$ cat src/rtl/mem_arbiter.sv
// Purpose: arbitrates instruction, data and host ports onto one SRAM and decodes a 3-byte LED register window.
// Latency: grant is combinational in the request cycle; read data and rvalid appear exactly one cycle after the grant.
// Backpressure: a losing requester stays ungranted until it wins; starved instruction fetch is forced after STARVE_LIMIT denials.
module mem_arbiter #(
    parameter int          STARVE_LIMIT = 4,
    parameter logic [15:0] LED_BASE     = 16'h0200
) (
    input  logic        clk,
    input  logic        rst,

    input  logic        i_req,
    input  logic [15:0] i_addr,
    output logic        i_gnt,
    output logic        i_rvalid,
    output logic [15:0] i_rdata,

    input  logic        d_req,
    input  logic [1:0]  d_we,
    input  logic [15:0] d_addr,
    input  logic [15:0] d_wdata,
    output logic        d_gnt,
    output logic        d_rvalid,
    output logic [15:0] d_rdata,

    input  logic        h_req,
    input  logic [1:0]  h_we,
    input  logic [15:0] h_addr,
    input  logic [15:0] h_wdata,
    output logic        h_gnt,
    output logic        h_rvalid,
    output logic [15:0] h_rdata,

    output logic        m_en,
    output logic [1:0]  m_we,
    output logic [14:0] m_addr,
    output logic [15:0] m_wdata,
    input  logic [15:0] m_rdata,

    output logic [23:0] led
);

    localparam int CW = $clog2(STARVE_LIMIT + 1);

    typedef enum logic [1:0] {
        R_NONE = 2'd0,
        R_I    = 2'd1,
        R_D    = 2'd2,
        R_H    = 2'd3
    } route_t;

    logic [CW-1:0] starve_cnt;
    logic          starved;
    logic          any_gnt;
    logic [14:0]   sel_word;
    logic [1:0]    sel_we;
    logic [15:0]   sel_wdata;
    route_t        sel_route;
    logic          led_hit;
    logic          is_write;

    route_t        route;
    logic          rd_led;
    logic [15:0]   led_rd_dat;
    logic [15:0]   rd_src;
    logic [23:0]   led_q;
    logic [15:0]   i_rdata_q;
    logic [15:0]   d_rdata_q;
    logic [15:0]   h_rdata_q;

    // Byte address bit 0 never participates in word addressing.
    wire unused_addr_lsb = ^{i_addr[0], d_addr[0], h_addr[0]};

    assign starved = (starve_cnt == CW'(STARVE_LIMIT));

    // Fixed priority host > data > instruction, overridden by a starved instruction port; nothing granted in reset.
    always_comb begin
        i_gnt = 1'b0;
        d_gnt = 1'b0;
        h_gnt = 1'b0;
        if (!rst) begin
            if (i_req && starved)
                i_gnt = 1'b1;
            else if (h_req)
                h_gnt = 1'b1;
            else if (d_req)
                d_gnt = 1'b1;
            else if (i_req)
                i_gnt = 1'b1;
        end
    end

    assign any_gnt = i_gnt | d_gnt | h_gnt;

    // Steer the winning port's address, enables and data; instruction accesses are always reads.
    always_comb begin
        sel_word  = i_addr[15:1];
        sel_we    = 2'b00;
        sel_wdata = 16'h0000;
        sel_route = R_NONE;
        if (h_gnt) begin
            sel_word  = h_addr[15:1];
            sel_we    = h_we;
            sel_wdata = h_wdata;
            sel_route = R_H;
        end else if (d_gnt) begin
            sel_word  = d_addr[15:1];
            sel_we    = d_we;
            sel_wdata = d_wdata;
            sel_route = R_D;
        end else if (i_gnt) begin
            sel_route = R_I;
        end
    end

    // sel_word[14:1] is byte address [15:2]; sel_word[0] picks the low/high LED word.
    assign led_hit  = (sel_word[14:1] == LED_BASE[15:2]);
    assign is_write = |sel_we;

    assign m_en    = any_gnt && !led_hit;
    assign m_we    = m_en ? sel_we : 2'b00;
    assign m_addr  = sel_word;
    assign m_wdata = sel_wdata;

    // Starvation counter: counts denied instruction cycles, saturates, clears on grant or idle.
    always_ff @(posedge clk) begin
        if (rst)
            starve_cnt <= '0;
        else if (!i_req || i_gnt)
            starve_cnt <= '0;
        else if (!starved)
            starve_cnt <= starve_cnt + CW'(1);
    end

    // LED register writes: low word is byte-laned, high word only has its low byte.
    always_ff @(posedge clk) begin
        if (rst) begin
            led_q <= 24'h0;
        end else if (any_gnt && led_hit) begin
            if (!sel_word[0]) begin
                if (sel_we[1]) led_q[15:8] <= sel_wdata[15:8];
                if (sel_we[0]) led_q[7:0]  <= sel_wdata[7:0];
            end else if (sel_we[0]) begin
                led_q[23:16] <= sel_wdata[7:0];
            end
        end
    end

    // Remember which port issued a read and whether the answer comes from the LED window.
    always_ff @(posedge clk) begin
        if (rst) begin
            route      <= R_NONE;
            rd_led     <= 1'b0;
            led_rd_dat <= 16'h0000;
        end else begin
            route      <= (any_gnt && !is_write) ? sel_route : R_NONE;
            rd_led     <= led_hit;
            led_rd_dat <= sel_word[0] ? {8'h00, led_q[23:16]} : led_q[15:0];
        end
    end

    assign rd_src = rd_led ? led_rd_dat : m_rdata;

    // Hold each port's last returned word so idle ports keep a stable rdata.
    always_ff @(posedge clk) begin
        if (rst) begin
            i_rdata_q <= 16'h0000;
            d_rdata_q <= 16'h0000;
            h_rdata_q <= 16'h0000;
        end else begin
            if (route == R_I) i_rdata_q <= rd_src;
            if (route == R_D) d_rdata_q <= rd_src;
            if (route == R_H) h_rdata_q <= rd_src;
        end
    end

    // Reset masks any read that was in flight when it arrived.
    assign i_rvalid = !rst && (route == R_I);
    assign d_rvalid = !rst && (route == R_D);
    assign h_rvalid = !rst && (route == R_H);

    assign i_rdata = rst ? 16'h0000 : (i_rvalid ? rd_src : i_rdata_q);
    assign d_rdata = rst ? 16'h0000 : (d_rvalid ? rd_src : d_rdata_q);
    assign h_rdata = rst ? 16'h0000 : (h_rvalid ? rd_src : h_rdata_q);

    assign led = rst ? 24'h0 : led_q;

endmodule
$ cat config.mk
export PLATFORM = sky130hd
export DESIGN_NAME = mem_arbiter
export DESIGN_NICKNAME = d
export VERILOG_FILES = /design/src/rtl/mem_arbiter.sv
export SDC_FILE = /design/constraint.sdc
export NUM_CORES = 1
export LEC_CHECK = 0
export BUFFER_PORTS_ARGS = -buffer_cell sky130_fd_sc_hd__buf_2
export CAP_MARGIN = 5
export CORE_AREA = 2 2 139 87
export DETAILED_ROUTE_END_ITERATION = 8
export DIE_AREA = 0 0 141 89
export PLACE_DENSITY = 0.76
export SKIP_CTS_REPAIR_TIMING = 1
export SLEW_MARGIN = 20
export SYNTH_ARGS = -nofsm -noshare
export SYNTH_HDL_FRONTEND = slang
export SYNTH_SLANG_ARGS = --single-unit
$ cat constraint.sdc
create_clock -name clk -period 2.3 [get_ports clk]
set_input_delay 0.46 -clock clk [delete_from_list [all_inputs] [get_ports clk]]
set_output_delay 0.46 -clock clk [all_outputs]
set_load 0.02 [all_outputs]
==> results of run 1 <==
[power breakdown]
part           internal, uW  leakage [uW]  switching, uW
Combinational           423       0.00238            547
Clock                   767      0.000125            603
Sequential             1680      0.000763           15.5
Total                  2860       0.00327           1170
[worst register-to-register path, stage by stage, from the launching register on]
cell,delay [ns]
dfxtp_2,0.33
inv_2,0.05
ha_4,0.17
a31oi_4,0.26
buf_6,0.16
a21boi_1,0.05
a221o_1,0.37
buf_4,0.19
nor4_4,0.26
nand3_2,0.10
buf_6,0.16
mux2_2,0.27
[flip-flops by register name, indices dropped and copies added, names as in the netlist]
name and cells:
h_rdata_q 16, led_rd_dat 16, led_q 24, i_rdata_q 16
d_rdata_q 16, rd_led 1, route 2, starve_cnt 3
[per-layer routing]
metal	vias up	wire (um)	track usage [%]
li1	2440	-	-
met1	2377	6831	30.69
met2	170	7362	38.31
met3	23	989	5.624
met4	0	230	5.909
met5	-	0	0
[through the flow]
stage	hold WS, ns	power (uW)
4_1_cts	0.4610	3972
6_report	0.4598	4030
5_1_grt	0.4842	4216
3_3_place_gp	0.4371	2564
3_5_place_dp	0.4486	2588
2_1_floorplan	0.4125	2241
[worst max-delay path by stage]
stage,startpoint,endpoint,slack (ns),depth (start not counted)
after floorplan,rst,m_en,-0.21,8
after global placement,h_req,m_we[1],-0.39,9
after detailed placement,h_req,m_we[1],-0.46,9
after CTS,starve_cnt[1],m_we[1],-0.57,10
after global routing,starve_cnt[1],m_we[1],-0.62,10
final,starve_cnt[1],m_we[1],-0.52,10
[placed cells by master, fill, tap and decap left out, types with 4 or more instances in the layout]
master | netlist | layout
clkbuf_16 | 0 | 9
a211oi_2 | 0 | 48
buf_12 | 0 | 5
inv_2 | 2 | 6
a211oi_1 | 96 | 48
buf_6 | 0 | 25
nor2_1 | 71 | 69
a22o_1 | 9 | 8
a21oi_1 | 15 | 7
a22oi_1 | 9 | 7
inv_1 | 14 | 10
nor4_4 | 1 | 4
mux2i_1 | 25 | 22
nor2b_1 | 31 | 29
mux2_2 | 23 | 22
nand3_2 | 2 | 6
buf_2 | 4 | 184
a21o_1 | 4 | 4
buf_4 | 4 | 86
dfxtp_1 | 94 | 92
nand2b_1 | 11 | 11
and2_1 | 10 | 8
a21oi_2 | 1 | 9
a221o_1 | 6 | 5
[kinds of logic (layout without fill, tap and decap cells)]
group,Yosys count,after routing,share of synthesized area [%]
AOI/OAI and AO/OA,154,154,24.61
buffers and inverters,61,332,5.266
and+or+nand+nor,158,158,18.79
muxes,49,49,11.01
adders and majority gates,2,2,0.5292
DFF,94,94,39.80
[cell type report]
type	count	area share (%)
well taps	144	2.425
clock inverters	4	0.4210
clock buffers	12	3.318
multi-input cells	363	41.44
inverters	16	0.8084
flip-flops and latches	94	25.36
repair buffers	300	26.22
==> load_flow_metrics.sql, run 1 <==
INSERT INTO impl_metrics (metric_group, metric, value, unit) VALUES
('outcome', 'outcome', 'finished, violations left', ''),
('outcome', 'violated_checks', 'setup timing', ''),
('critical_path', 'rr_worst_depth', '11', ''),
('yosys', 'cell_with_the_most_instances_after_synthesis', 'a211oi_1', ''),
('critical_path', 'cp.arrival', '2.36', 'ns'),
('finish', 'finalCoreUtilization', '66.64', '%'),
('critical_path', 'critPathBufInv', '3', ''),
('critical_path', 'critical_path.max_fanout', '5', ''),
('routing', 'drtAntennaViolNets', '0', ''),
('placement', 'globalplace.congestion', '0.9138', ''),
('global_route', 'grt_max_degree', '75', ''),
('critical_path', 'rrSetupSlack', '-0.18', 'ns'),
('routing', 'per_cell_via_count_in_the_routed_design', '5.370', ''),
('sta', 'finalHoldViolCount', '0', ''),
('pwr', 'power.density_cell_area', '542.4', 'nW/um2'),
('critical_path', 'path_cells', 'inv_2, ha_4, a31oi_4, buf_6, a21boi_1, a221o_1, nor4_4, and2_4, nor4_4, buf_4', ''),
('die', 'floorplan.die.height', '89', 'um'),
('sta', 'period_needed', '2.821', 'ns'),
('placement', 'detailed_place.area', '6705', 'um2'),
('worst_hold_path', 'whs_path_depth', '1', ''),
('yosys', 'yosysSeqAreaShare', '39.80', '%'),
('yosys', 'synth_largest_area_cell', 'dfxtp_1', ''),
('sta', 'post-route-worst-setup-slack', '-0.5206', 'ns'),
('finish', 'fill_cells', '893', ''),
('finish', 'layout.cell_area.non_filler', '7430', 'um2'),
('sta', 'finalMaxSlewViolations', '0', ''),
('routing', 'finalWirelength', '15410', 'um'),
('cts', 'cts.reportedPaths.clkPinSlew', '0.06', 'ns'),
('sta', 'timing.slew.headroom', '56.97', '%'),
('die', 'dieArea', '12550', 'um2'),
('routing', 'via_count', '5010', ''),
('critical_path', 'cpMostUsedCell', 'nor4_4', ''),
('yosys', 'syn-cell-area', '4728', 'um2'),
('die', 'rows', '30', ''),
('pwr', 'power.leakage', '0.003271', 'uW'),
('finish', 'area_growth_syn_to_layout', '57.13', '%'),
('yosys', 'flip_flop_and_latch_count_after_synthesis', '94', ''),
('cts', 'cts_htree_levels', '3', ''),
('critical_path', 'timing.critical_path.max_delay_family', 'compound AO/OA/AOI/OAI gates', ''),
('sta', 'grt_setup_unrepaired', 'true', ''),
('cts', 'clock_buffer_count_from_cts', '9', ''),
('critical_path', 'timing.critical_path.from_type', 'flop', ''),
('critical_path', 'slowest_stage', 'a221o_1', ''),
('global_route', 'grt_usage', '23.07', '%'),
('cts', 'max-clock-path-buffers', '2', ''),
('yosys', 'synth-warning-count', '0', ''),
('worst_hold_path', 'hold_path.class', 'flop to flop', ''),
('critical_path', 'critical_path.reg2reg.startpoint', 'starve_cnt[1]', ''),
('yosys', 'avgSynthCellArea', '9.128', 'um2'),
('worst_hold_path', 'hold_end', 'led_rd_dat[15]', ''),
('sta', 'totalNegativeSetupSlack', '-5.574', 'ns'),
('critical_path', 'slowest_delay', '0.37', 'ns'),
('yosys', 'netlist_instances', '518', ''),
('die', 'design.core.area', '11150', 'um2'),
('global_route', 'globalRoute.totalOverflow', '0', ''),
('placement', 'pre_cts_ws', '-0.4649', 'ns'),
('routing', 'drt_first_pass_iters', '4', ''),
('finish', 'antenna_diode_count', '0', ''),
('yosys', 'synth.top_cell.area_share', '39.80', '%'),
('die', 'io-pin-count', '217', ''),
('cts', 'tritoncts', 'done', ''),
('sta', 'setup_viol', '47', ''),
('cts', 'clkLatencyLatePin', '0.33', 'ns'),
('yosys', 'synthDistinctLibCells', '45', ''),
('yosys', 'synth_top_flop_cell', 'dfxtp_1', ''),
('global_route', 'first_global_vias', '4820', ''),
('cts', 'cts_root_buffer', 'clkbuf_16', ''),
('sta', 'worst_clk_skew', '0.007456', 'ns'),
('yosys', 'async_s_r_ff_share_synth', '0', '%'),
('sta', 'fmaxAchievable', '354.5', 'MHz'),
('finish', 'drive_gt1_share', '56.02', '%');
Note: power is estimated with default switching activity, not from simulation.
==> run 2: changes to the inputs <==
CORE_AREA = 2 2 129 81   (was 2 2 139 87)
DIE_AREA = 0 0 131 83   (was 0 0 141 89)
PLACE_DENSITY = 0.83   (was 0.76)
clock period = 3.5 ns   (was 2.3 ns; I/O delays follow)
==> run 2 against run 1 <==
Against the previous run: the flow now finishes without violations; first-iteration DRC count rose by 78%; worst hold slack lost 0.0074 ns; critical path depth decreased by 1; global-route usage rose by 3.0 points; worst setup slack better by 0.71 ns; total power shrank 35%; non-clock buffer count shrank 70; design area is 16% lower; combinational power is 51% lower; wire length decreased by 8.4%.
==> load_flow_metrics.sql, run 2 (synthesis gave the netlist of run 1 again) <==
INSERT INTO impl_metrics (metric_group, metric, value, unit) VALUES
('finish', 'finish.net_count', '821', ''),
('sta', 'period_needed', '3.311', 'ns'),
('cts', 'cts.reportedPaths.clkPinSlew', '0.06', 'ns'),
('worst_hold_path', 'hold_path.class', 'flop to flop', ''),
('sta', 'fmaxAchievable', '302.0', 'MHz'),
('routing', 'drtAntennaViolNets', '0', ''),
('sta', 'finalMaxSlewViolations', '0', ''),
('finish', 'layout_commonest_cell', 'buf_2', ''),
('cts', 'cts_htree_levels', '3', ''),
('critical_path', 'worstPathRequired', '2.80', 'ns'),
('critical_path', 'rrSetupSlack', '0.86', 'ns'),
('critical_path', 'timing.critical_path.max_delay_family', 'simple AND/OR/NAND/NOR gates', ''),
('pwr', 'power.density_cell_area', '420.7', 'nW/um2'),
('critical_path', 'setup.worst_path.class', 'input port to primary output', ''),
('placement', 'globalplace.congestion', '0.9492', ''),
('critical_path', 'worstSetupPathDepth', '9', ''),
('pwr', 'power.leakage', '0.002809', 'uW'),
('global_route', 'globalRoute.totalOverflow', '0', ''),
('critical_path', 'timing.critical_path.to_type', 'primary output', ''),
('sta', 'setup_viol', '0', ''),
('finish', 'fin_cells', '854', ''),
('finish', 'layout.cell_area.non_filler', '6271', 'um2'),
('critical_path', 'critPathBufInv', '3', ''),
('sta', 'worst_clk_skew', '0.007623', 'ns'),
('finish', 'mostFrequentLayoutCells', 'buf_2, a211oi_1, dfxtp_1', ''),
('routing', 'finalWirelength', '14120', 'um'),
('critical_path', 'path_cells', 'buf_2, buf_4, or3b_2, a21oi_1, o22ai_2, nor4_4, and2_4, nor4_1, buf_2', ''),
('global_route', 'grt_max_degree', '85', ''),
('die', 'floorplan.die.height', '83', 'um'),
('critical_path', 'critical_path.reg2reg.startpoint', 'starve_cnt[0]', ''),
('placement', 'detailed_place.area', '5919', 'um2'),
('finish', 'area_growth_syn_to_layout', '32.63', '%'),
('global_route', 'first_pass_grt_wire_length', '22610', 'um'),
('finish', 'largest_register_ffs', '24', ''),
('worst_hold_path', 'launch_point_of_the_worst_hold_path', 'led_q[15]', ''),
('outcome', 'outcome', 'finished, final reports clean', ''),
('die', 'design.core.area', '9634', 'um2'),
('routing', 'number_of_drc_violations_after_detailed_routing', '0', ''),
('finish', 'antenna_diode_count', '0', ''),
('die', 'rows', '28', ''),
('critical_path', 'rr_worst_depth', '9', ''),
('cts', 'max-clock-path-buffers', '2', ''),
('critical_path', 'slowest_delay', '0.46', 'ns'),
('critical_path', 'worst_setup_path_startpoint', 'd_req', ''),
('sta', 'grt_setup_unrepaired', 'false', ''),
('cts', 'tritoncts', 'done', ''),
('sta', 'totalNegativeSetupSlack', '0', 'ns'),
('critical_path', 'timing.critical_path.from_type', 'input port', ''),
('finish', 'drive_gt1_share', '40.89', '%'),
('die', 'io-pin-count', '217', ''),
('cts', 'clkLatencyLatePin', '0.34', 'ns'),
('finish', 'registers.top_by_ff_count', 'led_q', ''),
('die', 'dieWidth', '131', 'um'),
('global_route', 'grt_usage', '26.06', '%'),
('critical_path', 'critical_path.max_fanout', '12', ''),
('placement', 'dpl.cell_count', '838', ''),
('sta', 'timing.slew.headroom', '42.61', '%'),
('placement', 'placement.io_buffers', '213', ''),
('critical_path', 'slowest_stage', 'or3b_2', ''),
('cts', 'clock_buffer_count_from_cts', '9', ''),
('job', 'max-cap-violations', '0', ''),
('cts', 'cts_root_buffer', 'clkbuf_16', ''),
('global_route', 'first_global_vias', '4742', ''),
('worst_hold_path', 'whs_path_depth', '1', ''),
('die', 'dieArea', '10870', 'um2'),
('global_route', 'antenna_found_initial', '1', ''),
('routing', 'per_cell_via_count_in_the_routed_design', '5.590', ''),
('sta', 'fin_crit_sh', '94.60', '%'),
('critical_path', 'cp.arrival', '2.61', 'ns'),
('sta', 'worstMarginPinSlew', '0.8596', 'ns'),
('cts', 'numClockSinks', '94', ''),
('pwr', 'peak_supply_drop', '0.2440', 'mV'),
('placement', 'dp.final_hpwl', '10620', 'um'),
('sta', 'finalHoldViolCount', '0', ''),
('die', 'effective_utilization_at_floorplan', '49.08', '%'),
('routing', 'first_iter_violations', '251', ''),
('routing', 'via_count', '4774', ''),
('routing', 'drt_first_pass_iters', '5', ''),
('routing', 'post_drt_wl_per_cell', '16.53', 'um'),
('critical_path', 'cpMostUsedCell', 'buf_2', ''),
('sta', 'whs', '0.4524', 'ns');
-- run 2: power breakdown --
part | switching [uW] | internal, uW | leakage, uW | total, uW
clock network | 419 | 631 | 0.000147 | 1050
registers | 10.5 | 1100 | 0.000762 | 1110
logic | 302 | 175 | 0.00190 | 477
total | 732 | 1910 | 0.00281 | 2640
-- run 2: layer usage --
metal  GRT usage, %  vias up  part of all wire [%]  routed length [um]
met3          6.250       26                   7.5                1059
met4          8.801        0                   1.6                 231
li1               -     2313                     -                   -
met2          42.91      210                    47                6672
met1          33.36     2225                    44                6151
met5              0        -                     0                   0
-- run 2: layout make-up --
class,count,area [um2]
fill,794,3363
multi-input combinational,363,2639
sequential,94,1882
timing repair buffer,230,1196
clock buffer,10,229.0
tap,135,168.9
clock inverter,6,93.84
inverter,16,62.56
-- run 2: path summary, 6_finish.rpt --
check	end
max	m_we[1]
min reg2reg	led_rd_dat[15]
max reg2reg	led_q[23]
min	led_rd_dat[15]
-- run 2: through the flow --
step	power, uW	utilization, %	setup slack, ns
floorplan	1430	-	0.07844
global placement	1589	61.44	0.2038
detailed placement	1604	61.44	0.1700
CTS	2661	64.79	0.02448
global route	2754	65.09	0.06070
finish	2639	65.09	0.1892
==> run 3: changes to the inputs <==
--- a/config.mk
+++ b/config.mk
@@ -6,11 +6,9 @@
 export NUM_CORES = 1
 export LEC_CHECK = 0
-export BUFFER_PORTS_ARGS = -buffer_cell sky130_fd_sc_hd__buf_2
 export CAP_MARGIN = 5
 export CORE_AREA = 2 2 129 81
 export DETAILED_ROUTE_END_ITERATION = 8
 export DIE_AREA = 0 0 131 83
-export PLACE_DENSITY = 0.83
-export SKIP_CTS_REPAIR_TIMING = 1
+export DONT_BUFFER_PORTS = 1
 export SLEW_MARGIN = 20
 export SYNTH_ARGS = -nofsm -noshare
==> constraint.sdc (replaced) <==
create_clock -name clk -period 3.5 [get_ports clk]
set_input_delay 0.175 -clock clk [delete_from_list [all_inputs] [get_ports clk]]
set_output_delay 0.175 -clock clk [all_outputs]
set_load 0.02 [all_outputs]
==> run 3 against run 2 <==
Against the previous run: sequential share of layout area grew 6.5 points; largest cell class unchanged; cell count down 26%; core utilization is 12 points lower; global-route usage shrank 3.7 points; die area unchanged; critical endpoint is now m_we[0]; total power fell by 5.1%; non-clock buffer count is 218 lower.
==> load_flow_metrics.sql, run 3 (synthesis gave the netlist of run 1 again) <==
INSERT INTO impl_metrics (metric_group, metric, value, unit) VALUES
('pwr', 'totalPowerFinal', '2503', 'uW'),
('finish', 'fin_cells', '636', ''),
('finish', 'finish.net_count', '603', ''),
('die', 'dieArea', '10870', 'um2'),
('cts', 'cts.reportedPaths.clkPinSlew', '0.07', 'ns'),
('global_route', 'grt_usage', '22.32', '%'),
('global_route', 'first_global_vias', '3671', ''),
('die', 'rows', '28', ''),
('die', 'io-pin-count', '217', ''),
('critical_path', 'worstPathRequired', '3.32', 'ns'),
('sta', 'worstMarginPinSlew', '0.9165', 'ns'),
('critical_path', 'timing.critical_path.max_delay_family', 'simple AND/OR/NAND/NOR gates', ''),
('global_route', 'globalRoute.totalOverflow', '0', ''),
('critical_path', 'cp.arrival', '3.12', 'ns'),
('finish', 'antenna_diode_count', '0', ''),
('sta', 'post-route-worst-setup-slack', '0.2065', 'ns'),
('die', 'dieWidth', '131', 'um'),
('critical_path', 'critical_path.max_fanout', '23', ''),
('critical_path', 'timing.critical_path.to_type', 'primary output', ''),
('cts', 'cts_htree_levels', '3', ''),
('cts', 'tritoncts', 'done', ''),
('pwr', 'peak_supply_drop', '0.2668', 'mV'),
('job', 'max-cap-violations', '0', ''),
('finish', 'largest_register_ffs', '24', ''),
('placement', 'dp.final_hpwl', '8731', 'um'),
('finish', 'drive_gt1_share', '13.97', '%'),
('finish', 'fill_cells', '899', ''),
('critical_path', 'setup.worst_path.class', 'flop to primary output', ''),
('cts', 'max-clock-path-buffers', '2', ''),
('finish', 'area_growth_syn_to_layout', '9.129', '%'),
('routing', 'post_drt_wl_per_cell', '19.45', 'um'),
('routing', 'finalWirelength', '12370', 'um'),
('global_route', 'antenna_found_initial', '0', ''),
('pwr', 'power.leakage', '0.001817', 'uW'),
('routing', 'drtAntennaViolNets', '0', ''),
('sta', 'fmaxAchievable', '303.6', 'MHz'),
('sta', 'grt_setup_unrepaired', 'false', ''),
('global_route', 'first_pass_grt_wire_length', '19380', 'um'),
('finish', 'registers.top_by_ff_count', 'led_q', ''),
('sta', 'timing.slew.headroom', '38.82', '%'),
('die', 'effective_utilization_at_floorplan', '49.08', '%'),
('global_route', 'grt_max_degree', '89', ''),
('finish', 'finalCoreUtilization', '53.56', '%'),
('sta', 'period_needed', '3.293', 'ns'),
('routing', 'via_count', '3840', ''),
('critical_path', 'slowest_stage', 'a221o_1', ''),
('sta', 'totalNegativeSetupSlack', '0', 'ns'),
('sta', 'setup_viol', '0', ''),
('finish', 'mostFrequentLayoutCells', 'a211oi_1, dfxtp_1, nor2_1', ''),
('critical_path', 'critPathBufInv', '3', ''),
('critical_path', 'path_cells', 'inv_1, ha_1, nand3_2, nand3b_4, inv_2, a221o_1, nor4_4, and2_1, nor4_1, buf_4', ''),
('pwr', 'power.density_cell_area', '485.2', 'nW/um2'),
('placement', 'pre_cts_ws', '0.4938', 'ns'),
('cts', 'cts_post_setup_buffers_inserted', '0', ''),
('placement', 'dpl.cell_count', '619', ''),
('sta', 'fin_crit_sh', '94.10', '%'),
('cts', 'cts_root_buffer', 'clkbuf_16', ''),
('routing', 'drt_first_pass_iters', '4', ''),
('critical_path', 'slowest_delay', '0.56', 'ns'),
('critical_path', 'timing.critical_path.from_type', 'flop', ''),
('placement', 'placement.io_buffers', '0', ''),
('placement', 'globalplace.congestion', '0.8306', ''),
('routing', 'first_iter_violations', '268', ''),
('sta', 'worst_clk_skew', '0.006932', 'ns'),
('sta', 'finalMaxSlewViolations', '0', ''),
('sta', 'finalHoldViolCount', '0', ''),
('cts', 'numClockSinks', '94', ''),
('outcome', 'outcome', 'finished, final reports clean', ''),
('die', 'floorplan.die.height', '83', 'um'),
('worst_hold_path', 'hold_path.class', 'input port to flop', ''),
('die', 'design.core.area', '9634', 'um2'),
('finish', 'layout_commonest_cell', 'a211oi_1', ''),
('cts', 'clkLatencyLatePin', '0.34', 'ns'),
('routing', 'number_of_drc_violations_after_detailed_routing', '0', ''),
('routing', 'per_cell_via_count_in_the_routed_design', '6.038', ''),
('cts', 'clock_buffer_count_from_cts', '9', '');
run 3: cell types whose count changed in the layout (fill, tap and decap cells not counted), moves of 2 or more:
cell / delta
o22ai_2: -2
clkinv_4: +2
buf_4: -7
buf_2: -212
o22ai_1: +2
clkinvlp_4: -3
run 3: cell type report:
| cell class | instances | area [um2] | area share (%) |
|---|---|---|---|
| multi-input cells | 363 | 2614 | 50.65 |
| clock buffers | 11 | 242.7 | 4.704 |
| inverters | 16 | 60.06 | 1.164 |
| repair buffers | 12 | 110.1 | 2.134 |
| clock inverters | 5 | 82.58 | 1.600 |
| flip-flops and latches | 94 | 1882 | 36.47 |
| well taps | 135 | 168.9 | 3.274 |
run 3: metal layers:
layer  up-vias  wire length, um  share of wire (%)  GRT usage (%)
li1       1875                -                  -              -
met1      1817             5642                 46          30.63
met2       143             5551                 45          34.29
met3         5             1134                9.2          8.505
met4         0               43               0.35          2.901
met5         -                0                  0              0
run 3: timing repair:
item / 4_1_cts / 5_1_grt
endpoints found under the hold margin: 57 / 0
hold buffers: 1 / 0
setup endpoints to repair: 0 / 1
resized for setup: 0 / 0
run 3: worst paths after layout:
path / slack (ns) / startpoint / cells past startpoint / end
setup / recovery: 0.21 / starve_cnt[0] / 10 / m_we[0]
hold / removal: 0.01 / d_req / 2 / starve_cnt[2]
setup reg to reg: 0.47 / starve_cnt[0] / 9 / led_q[22]
hold reg to reg: 0.46 / led_q[15] / 1 / led_rd_dat[15]
run 3: where the power goes:
part	switching [uW]	total [uW]	internal, uW
combinational	240	338	97.6
clock	408	1060	647
sequential	9.62	1110	1100
run 3: worst register-to-register path, delay by kind of cell, from the launching register on:
| family | cells | cell delay [ns] |
|---|---|---|
| and+or+nand+nor | 4 | 1.06 |
| AOI/OAI and AO/OA | 1 | 0.57 |
| muxes | 1 | 0.37 |
| DFF | 1 | 0.33 |
| adders and majority gates | 1 | 0.31 |
| buffers and inverters | 2 | 0.27 |
run 3: through the flow:
step | cell area (um2) | hold WS (ns)
final | 5160 | 0.01366
after global routing | 5160 | 0.01544
after CTS | 5160 | 0.01365
after detailed placement | 4807 | 0.2735
after global placement | 4807 | 0.2706
after floorplan | 4728 | 0.3581
